--- config.mk ---
export PLATFORM = sky130hd
export DESIGN_NAME = des_region_dispatcher_flat
export DESIGN_NICKNAME = d
export VERILOG_FILES = /design/src/rtl/des_region_dispatcher_if.sv /design/src/rtl/des_region_dispatcher.sv /design/src/flat_wrapper.sv
export SDC_FILE = /design/constraint.sdc
export NUM_CORES = 1
export LEC_CHECK = 0
export CAP_MARGIN = 25
export CORE_ASPECT_RATIO = 1.2
export CORE_MARGIN = 1.5
export CORE_UTILIZATION = 55
export CTS_BUF_LIST = sky130_fd_sc_hd__clkbuf_8
export DETAILED_ROUTE_END_ITERATION = 8
export MAX_ROUTING_LAYER = met4
export PLACE_DENSITY = 0.85
export SLEW_MARGIN = 20
export SYNTH_ARGS = -nofsm -noshare
export SYNTH_HDL_FRONTEND = slang
export SYNTH_SLANG_ARGS = --single-unit
--- constraint.sdc ---
create_clock -name clk -period 3.71 [get_ports clk]
set_input_delay 0.5565 -clock clk [delete_from_list [all_inputs] [get_ports clk]]
set_output_delay 0.5565 -clock clk [all_outputs]
set_load 0.03 [all_outputs]
--- src/rtl/des_region_dispatcher_if.sv ---
// Worker handshake and result stream bundle for des_region_dispatcher.
// The master side is the dispatcher; the slave side is the worker plus result consumer.
interface des_region_dispatcher_if #(
  parameter int CNT_W = 10
);
  logic             blk_start;
  logic [15:0]      blk_region_select;
  logic [CNT_W-1:0] blk_counter;
  logic             blk_valid;
  logic             res_valid;
  logic             res_ready;
  logic [15:0]      res_region;
  logic [CNT_W-1:0] res_count;

  modport master (
    output blk_start, blk_region_select, res_valid, res_region, res_count,
    input  blk_counter, blk_valid, res_ready
  );

  modport slave (
    input  blk_start, blk_region_select, res_valid, res_region, res_count,
    output blk_counter, blk_valid, res_ready
  );
endinterface

--- src/rtl/des_region_dispatcher.sv ---
// Sequences one des_block worker over a contiguous range of 16-bit regions,
// streaming each region's count out and keeping a running total.
module des_region_dispatcher #(
  parameter int CNT_W = 10,
  parameter int TOT_W = 26
) (
  input  logic                   clk,
  input  logic                   rst_n,
  input  logic                   go,
  input  logic [15:0]            first_region,
  input  logic [16:0]            num_regions,
  input  logic                   abort,
  des_region_dispatcher_if.master bus,
  output logic [TOT_W-1:0]       total_count,
  output logic                   busy,
  output logic                   done,
  output logic                   aborted
);

  typedef enum logic [2:0] {
    S_IDLE,
    S_LAUNCH,
    S_WAIT,
    S_REPORT,
    S_RELEASE
  } state_t;

  state_t           state_q, state_d;
  logic [15:0]      region_q, region_d;
  logic [16:0]      remaining_q, remaining_d;
  logic             abort_pend_q, abort_pend_d;
  logic             blk_start_q, blk_start_d;
  logic [15:0]      blk_sel_q, blk_sel_d;
  logic             res_valid_q, res_valid_d;
  logic [15:0]      res_region_q, res_region_d;
  logic [CNT_W-1:0] res_count_q, res_count_d;
  logic [TOT_W-1:0] total_q, total_d;
  logic             done_q, done_d;
  logic             aborted_q, aborted_d;

  always_ff @(posedge clk or negedge rst_n) begin
    if (!rst_n) begin
      state_q      <= S_IDLE;
      region_q     <= '0;
      remaining_q  <= '0;
      abort_pend_q <= 1'b0;
      blk_start_q  <= 1'b0;
      blk_sel_q    <= '0;
      res_valid_q  <= 1'b0;
      res_region_q <= '0;
      res_count_q  <= '0;
      total_q      <= '0;
      done_q       <= 1'b0;
      aborted_q    <= 1'b0;
    end else begin
      state_q      <= state_d;
      region_q     <= region_d;
      remaining_q  <= remaining_d;
      abort_pend_q <= abort_pend_d;
      blk_start_q  <= blk_start_d;
      blk_sel_q    <= blk_sel_d;
      res_valid_q  <= res_valid_d;
      res_region_q <= res_region_d;
      res_count_q  <= res_count_d;
      total_q      <= total_d;
      done_q       <= done_d;
      aborted_q    <= aborted_d;
    end
  end

  always_comb begin
    state_d      = state_q;
    region_d     = region_q;
    remaining_d  = remaining_q;
    abort_pend_d = abort_pend_q;
    blk_start_d  = blk_start_q;
    blk_sel_d    = blk_sel_q;
    res_valid_d  = res_valid_q;
    res_region_d = res_region_q;
    res_count_d  = res_count_q;
    total_d      = total_q;
    done_d       = 1'b0;
    aborted_d    = 1'b0;

    if (state_q != S_IDLE && abort) begin
      abort_pend_d = 1'b1;
    end

    case (state_q)
      S_IDLE: begin
        if (go) begin
          total_d = '0;
          if (num_regions == '0) begin
            done_d = 1'b1;
          end else begin
            region_d     = first_region;
            remaining_d  = num_regions;
            abort_pend_d = 1'b0;
            state_d      = S_LAUNCH;
          end
        end
      end

      S_LAUNCH: begin
        if (abort) begin
          blk_start_d = 1'b0;
          state_d     = S_RELEASE;
        end else begin
          blk_sel_d   = region_q;
          blk_start_d = 1'b1;
          state_d     = S_WAIT;
        end
      end

      // An abort here wins over a simultaneous valid, so no beat leaks out.
      S_WAIT: begin
        if (abort) begin
          blk_start_d = 1'b0;
          state_d     = S_RELEASE;
        end else if (bus.blk_valid) begin
          res_count_d  = bus.blk_counter;
          res_region_d = region_q;
          res_valid_d  = 1'b1;
          total_d      = total_q + TOT_W'(bus.blk_counter);
          state_d      = S_REPORT;
        end
      end

      S_REPORT: begin
        if (res_valid_q && bus.res_ready) begin
          res_valid_d = 1'b0;
          blk_start_d = 1'b0;
          remaining_d = remaining_q - 17'd1;
          state_d     = S_RELEASE;
        end
      end

      // Completion takes priority over a pending abort on the last region.
      S_RELEASE: begin
        if (!bus.blk_valid) begin
          if (remaining_q == '0) begin
            done_d       = 1'b1;
            abort_pend_d = 1'b0;
            state_d      = S_IDLE;
          end else if (abort_pend_q || abort) begin
            aborted_d    = 1'b1;
            abort_pend_d = 1'b0;
            state_d      = S_IDLE;
          end else begin
            region_d = region_q + 16'd1;
            state_d  = S_LAUNCH;
          end
        end
      end

      default: state_d = S_IDLE;
    endcase
  end

  assign bus.blk_start         = blk_start_q;
  assign bus.blk_region_select = blk_sel_q;
  assign bus.res_valid         = res_valid_q;
  assign bus.res_region        = res_region_q;
  assign bus.res_count         = res_count_q;
  assign total_count           = total_q;
  assign busy                  = (state_q != S_IDLE);
  assign done                  = done_q;
  assign aborted               = aborted_q;

endmodule

--- src/flat_wrapper.sv ---
// flat-port wrapper written by rule: the top's interface ports become plain ports
module des_region_dispatcher_flat 
#(
  parameter int CNT_W = 10,
  parameter int TOT_W = 26
)
  (clk, rst_n, go, first_region, num_regions, abort, total_count, busy, done, aborted, bus_blk_start, bus_blk_region_select, bus_res_valid, bus_res_region, bus_res_count, bus_blk_counter, bus_blk_valid, bus_res_ready);
  des_region_dispatcher_if #(.CNT_W(CNT_W)) bus_i ();
  input  logic clk;
  input  logic rst_n;
  input  logic go;
  input  logic [15:0] first_region;
  input  logic [16:0] num_regions;
  input  logic abort;
  output logic [TOT_W-1:0] total_count;
  output logic busy;
  output logic done;
  output logic aborted;
  output wire logic [$bits(bus_i.blk_start)-1:0] bus_blk_start;
  output wire logic [$bits(bus_i.blk_region_select)-1:0] bus_blk_region_select;
  output wire logic [$bits(bus_i.res_valid)-1:0] bus_res_valid;
  output wire logic [$bits(bus_i.res_region)-1:0] bus_res_region;
  output wire logic [$bits(bus_i.res_count)-1:0] bus_res_count;
  input wire logic [$bits(bus_i.blk_counter)-1:0] bus_blk_counter;
  input wire logic [$bits(bus_i.blk_valid)-1:0] bus_blk_valid;
  input wire logic [$bits(bus_i.res_ready)-1:0] bus_res_ready;
  assign bus_blk_start = bus_i.blk_start;
  assign bus_blk_region_select = bus_i.blk_region_select;
  assign bus_res_valid = bus_i.res_valid;
  assign bus_res_region = bus_i.res_region;
  assign bus_res_count = bus_i.res_count;
  assign bus_i.blk_counter = bus_blk_counter;
  assign bus_i.blk_valid = bus_blk_valid;
  assign bus_i.res_ready = bus_res_ready;
  des_region_dispatcher #(.CNT_W(CNT_W), .TOT_W(TOT_W)) u_core (.clk(clk), .rst_n(rst_n), .go(go), .first_region(first_region), .num_regions(num_regions), .abort(abort), .bus(bus_i), .total_count(total_count), .busy(busy), .done(done), .aborted(aborted));
endmodule
==> run metrics <==
outcome=finished, final reports clean; Routed Antenna Nets=0; Tcrit/Tclk final=0.7552; Synth cell types=between 60 and 70; Initial Util=0.5634; met2 wire len=around 7.4 mm; first-pass GRT wire length=23.74 mm; IO Count=122; Layout Nets=slightly below 800; hold crit path type=in -> async; DIE AREA=11350 um2; CTS tree=yes; initial drt markers=between 300 and 400; Final Max Tran Viols=0; clk root buf=clkbuf_8; worst-margin pin slew=~0.9 ns; Peak VDD IR=a little over 0.0005 V; # rows=41; Longest Clk Path Bufs=2; crit-path max FO=16; post_cts resized=0; Yosys reg bits=roughly 110; Post-Route Setup TNS=0 ns; GP Congestion=roughly 0.95; Yosys warnings=0; H-tree levels=3; Final Hold Fails=0; CP cell instances=nor3_1, inv_1, clkdlybuf4s50_1; power per cell area=~750 nW/um2; Mapped Area=roughly 5900 um2; setup repair bufs after CTS=0; antenna violations before repair=0; diode count=0; FILL cells=815; worst endpoint required time=3.15 ns; clk_skew=approximately 0.008 ns; Avg Inst Size Synth=roughly 9.7 um2; clock buffers created by TritonCTS=9; Mapped Nets=between 600 and 700; Post-synth EDFFs=0; slowest stage delay, CP=approximately 0.65 ns; Startpoint Class=register; die width=97.52 um; Worst-path clk slew=0.10 ns; post-route met1 wirelength=between 5 and 6 mm; Crit Path Class=reg -> out; largest net degree at the start of global routing=65; Reg2Reg Setup Slack=around 1.2 ns; total power=0.005540 W; die height=roughly 120 um; DR pass1 iterations=5; core area=10470 um2; # setup viols final=0; Max-Cap Viols=0; CTS Sinks=109; vias in the first global route=4897; sequential area share after synthesis=0.4626; share of cells above drive strength 1=0.1079; uppermost layer routed=met4; fmax=around 360 MHz; Inst Count DP=around 840; Finished Layout Cells=852; CTS hold repair buffers=0; Synth Flop Type=dfrtp_1; Vias=between 5000 and 6000; Final Util=0.7040; WL met3=726 um; Cells after Synth=approximately 610; relative slew slack=0.3839; Vias/cell=approximately 6.0; crit path max-delay cell type=clkdlybuf4s50_1; gr usage total=0.2655; GRT overflow=0; Worst EP arrival=2.25 ns; Area Growth Syn to Fin=24.96%; final wirelength=between 10 and 15 mm; DP HPWL=slightly above 10 mm; worst-skew pair later-pin latency=approximately 0.37 ns; minimum clock period=between 2 and 3 ns; routed len/inst=approximately 17 um; LEAKAGE=just over 3 nW; I/O Buffers=121; RSZ-0062 raised after global routing=no; Remaining DRCs=0; Synth async-reset ratio=1.000; crit end category=output pin
worst paths after layout:
| check | from | to | depth (start not counted) |
|---|---|---|---|
| setup reg to reg | u_core.total_count[0]$_DFFE_PN0P_ | u_core.total_count[20]$_DFFE_PN0P_ | 9 |
| hold / removal | rst_n | u_core.total_count[1]$_DFFE_PN0P_ | 1 |
| hold reg to reg | u_core.bus.res_count[1]$_DFFE_PN0P_ | u_core.bus.res_count[1]$_DFFE_PN0P_ | 2 |
| setup / recovery | u_core.state_q[2]$_DFFE_PN0P_ | busy | 3 |
| max in group asynchronous | rst_n | u_core.remaining_q[12]$_DFFE_PN0P_ | 2 |
| min in group clk | u_core.bus.res_count[1]$_DFFE_PN0P_ | u_core.bus.res_count[1]$_DFFE_PN0P_ | 2 |
routing by layer:
layer | vias to the layer above | global-route usage
met5 | - | -
met4 | 0 | 0.08381
met3 | 22 | 0.02873
met2 | 183 | 0.4532
met1 | 2506 | 0.3366
li1 | 2439 | -
cells in the final DEF (no fill, tap or decap), drive strengths merged, types with 9 or more instances in the layout:
cell type      count
clkdlybuf4s50    120
a21oi             48
mux2              39
dfrtp            109
inv               23
o21ai             51
nor3              18
xnor2             18
nand2             41
clkbuf             9
buf               10
nand3             14
nor2              61
nand4             12
o31ai              9
nor4              10
ha                13
registers in the layout (all words and copies together) (netlist names):
register                      count
u_core.aborted                    1
u_core.bus.res_count             10
u_core.bus.res_valid              1
u_core.remaining_q               17
u_core.bus.res_region            16
u_core.state_q                    3
u_core.bus.blk_start              1
u_core.total_count               26
u_core.done                       1
u_core.region_q                  16
u_core.bus.blk_region_select     16
u_core.abort_pend_q               1
cell families (layout without fill, tap and decap cells):
kind of cell    Yosys count  count (layout)  synth area share
xor+xnor                 19              19           0.02823
buf+inv                  50             166           0.03544
compound gates          179             179            0.1957
mux                      41              41           0.07789
flops                   109             109            0.4626
fa+ha+maj                15              15           0.03268
simple gates            194             194            0.1674
cells in the mapped netlist, drive strengths merged (7+ instances only):
library cell	number	area (um2)
dfrtp	109	2728
inv	21	78.83
a31oi	8	50.05
ha	13	162.7
nand3	14	70.07
nor3	18	90.09
mux2	39	439.2
o22a	8	70.07
and3	7	43.79
buf	13	70.06
nor2	61	229.0
xnor2	18	157.7
a21oi	48	240.2
o31ai	9	72.57
o22ai	7	43.79
nor4	10	83.83
nand2	41	153.9
nand2b	7	51.30
o21ai	51	259.0
a211oi	8	60.06
nand4	12	75.07
clkbuf	16	60.06
area by class of cell:
type,count,area (um2),area share
multi-input cells,448,2959,0.4017
flip-flops and latches,109,2728,0.3702
repair buffers,130,1276,0.1732
well taps,129,161.4,0.02191
clock buffers,9,123.9,0.01681
inverters,21,78.83,0.01070
clock inverters,6,40.04,0.005435
metrics by stage:
| stage | hold WS [ns] | area (um2) | setup slack [ns] |
|---|---|---|---|
| global placement | 0.4721 | 7203 | 0.6515 |
| detailed placement | 0.4733 | 7203 | 0.6071 |
| floorplan | 0.2609 | 5896 | 1.286 |
| CTS | 0.2965 | 7367 | 0.9561 |
| global route | 0.3186 | 7367 | 0.7691 |
| finish | 0.2581 | 7367 | 0.9082 |
power by group:
group          switching (W)  leakage, nW  internal (W)
Combinational        0.00158         1.57       0.00121
Clock               0.000399       0.0789      0.000240
Sequential          0.000462         1.39       0.00165
worst max-delay path: cells and delay by family, from the launching register on:
kind / cells / cell delay (ns)
buffers and inverters: 2 / 0.85
flip-flops: 1 / 0.53
AND/OR/NAND/NOR: 1 / 0.50
Note: power is estimated with default switching activity, not from simulation.
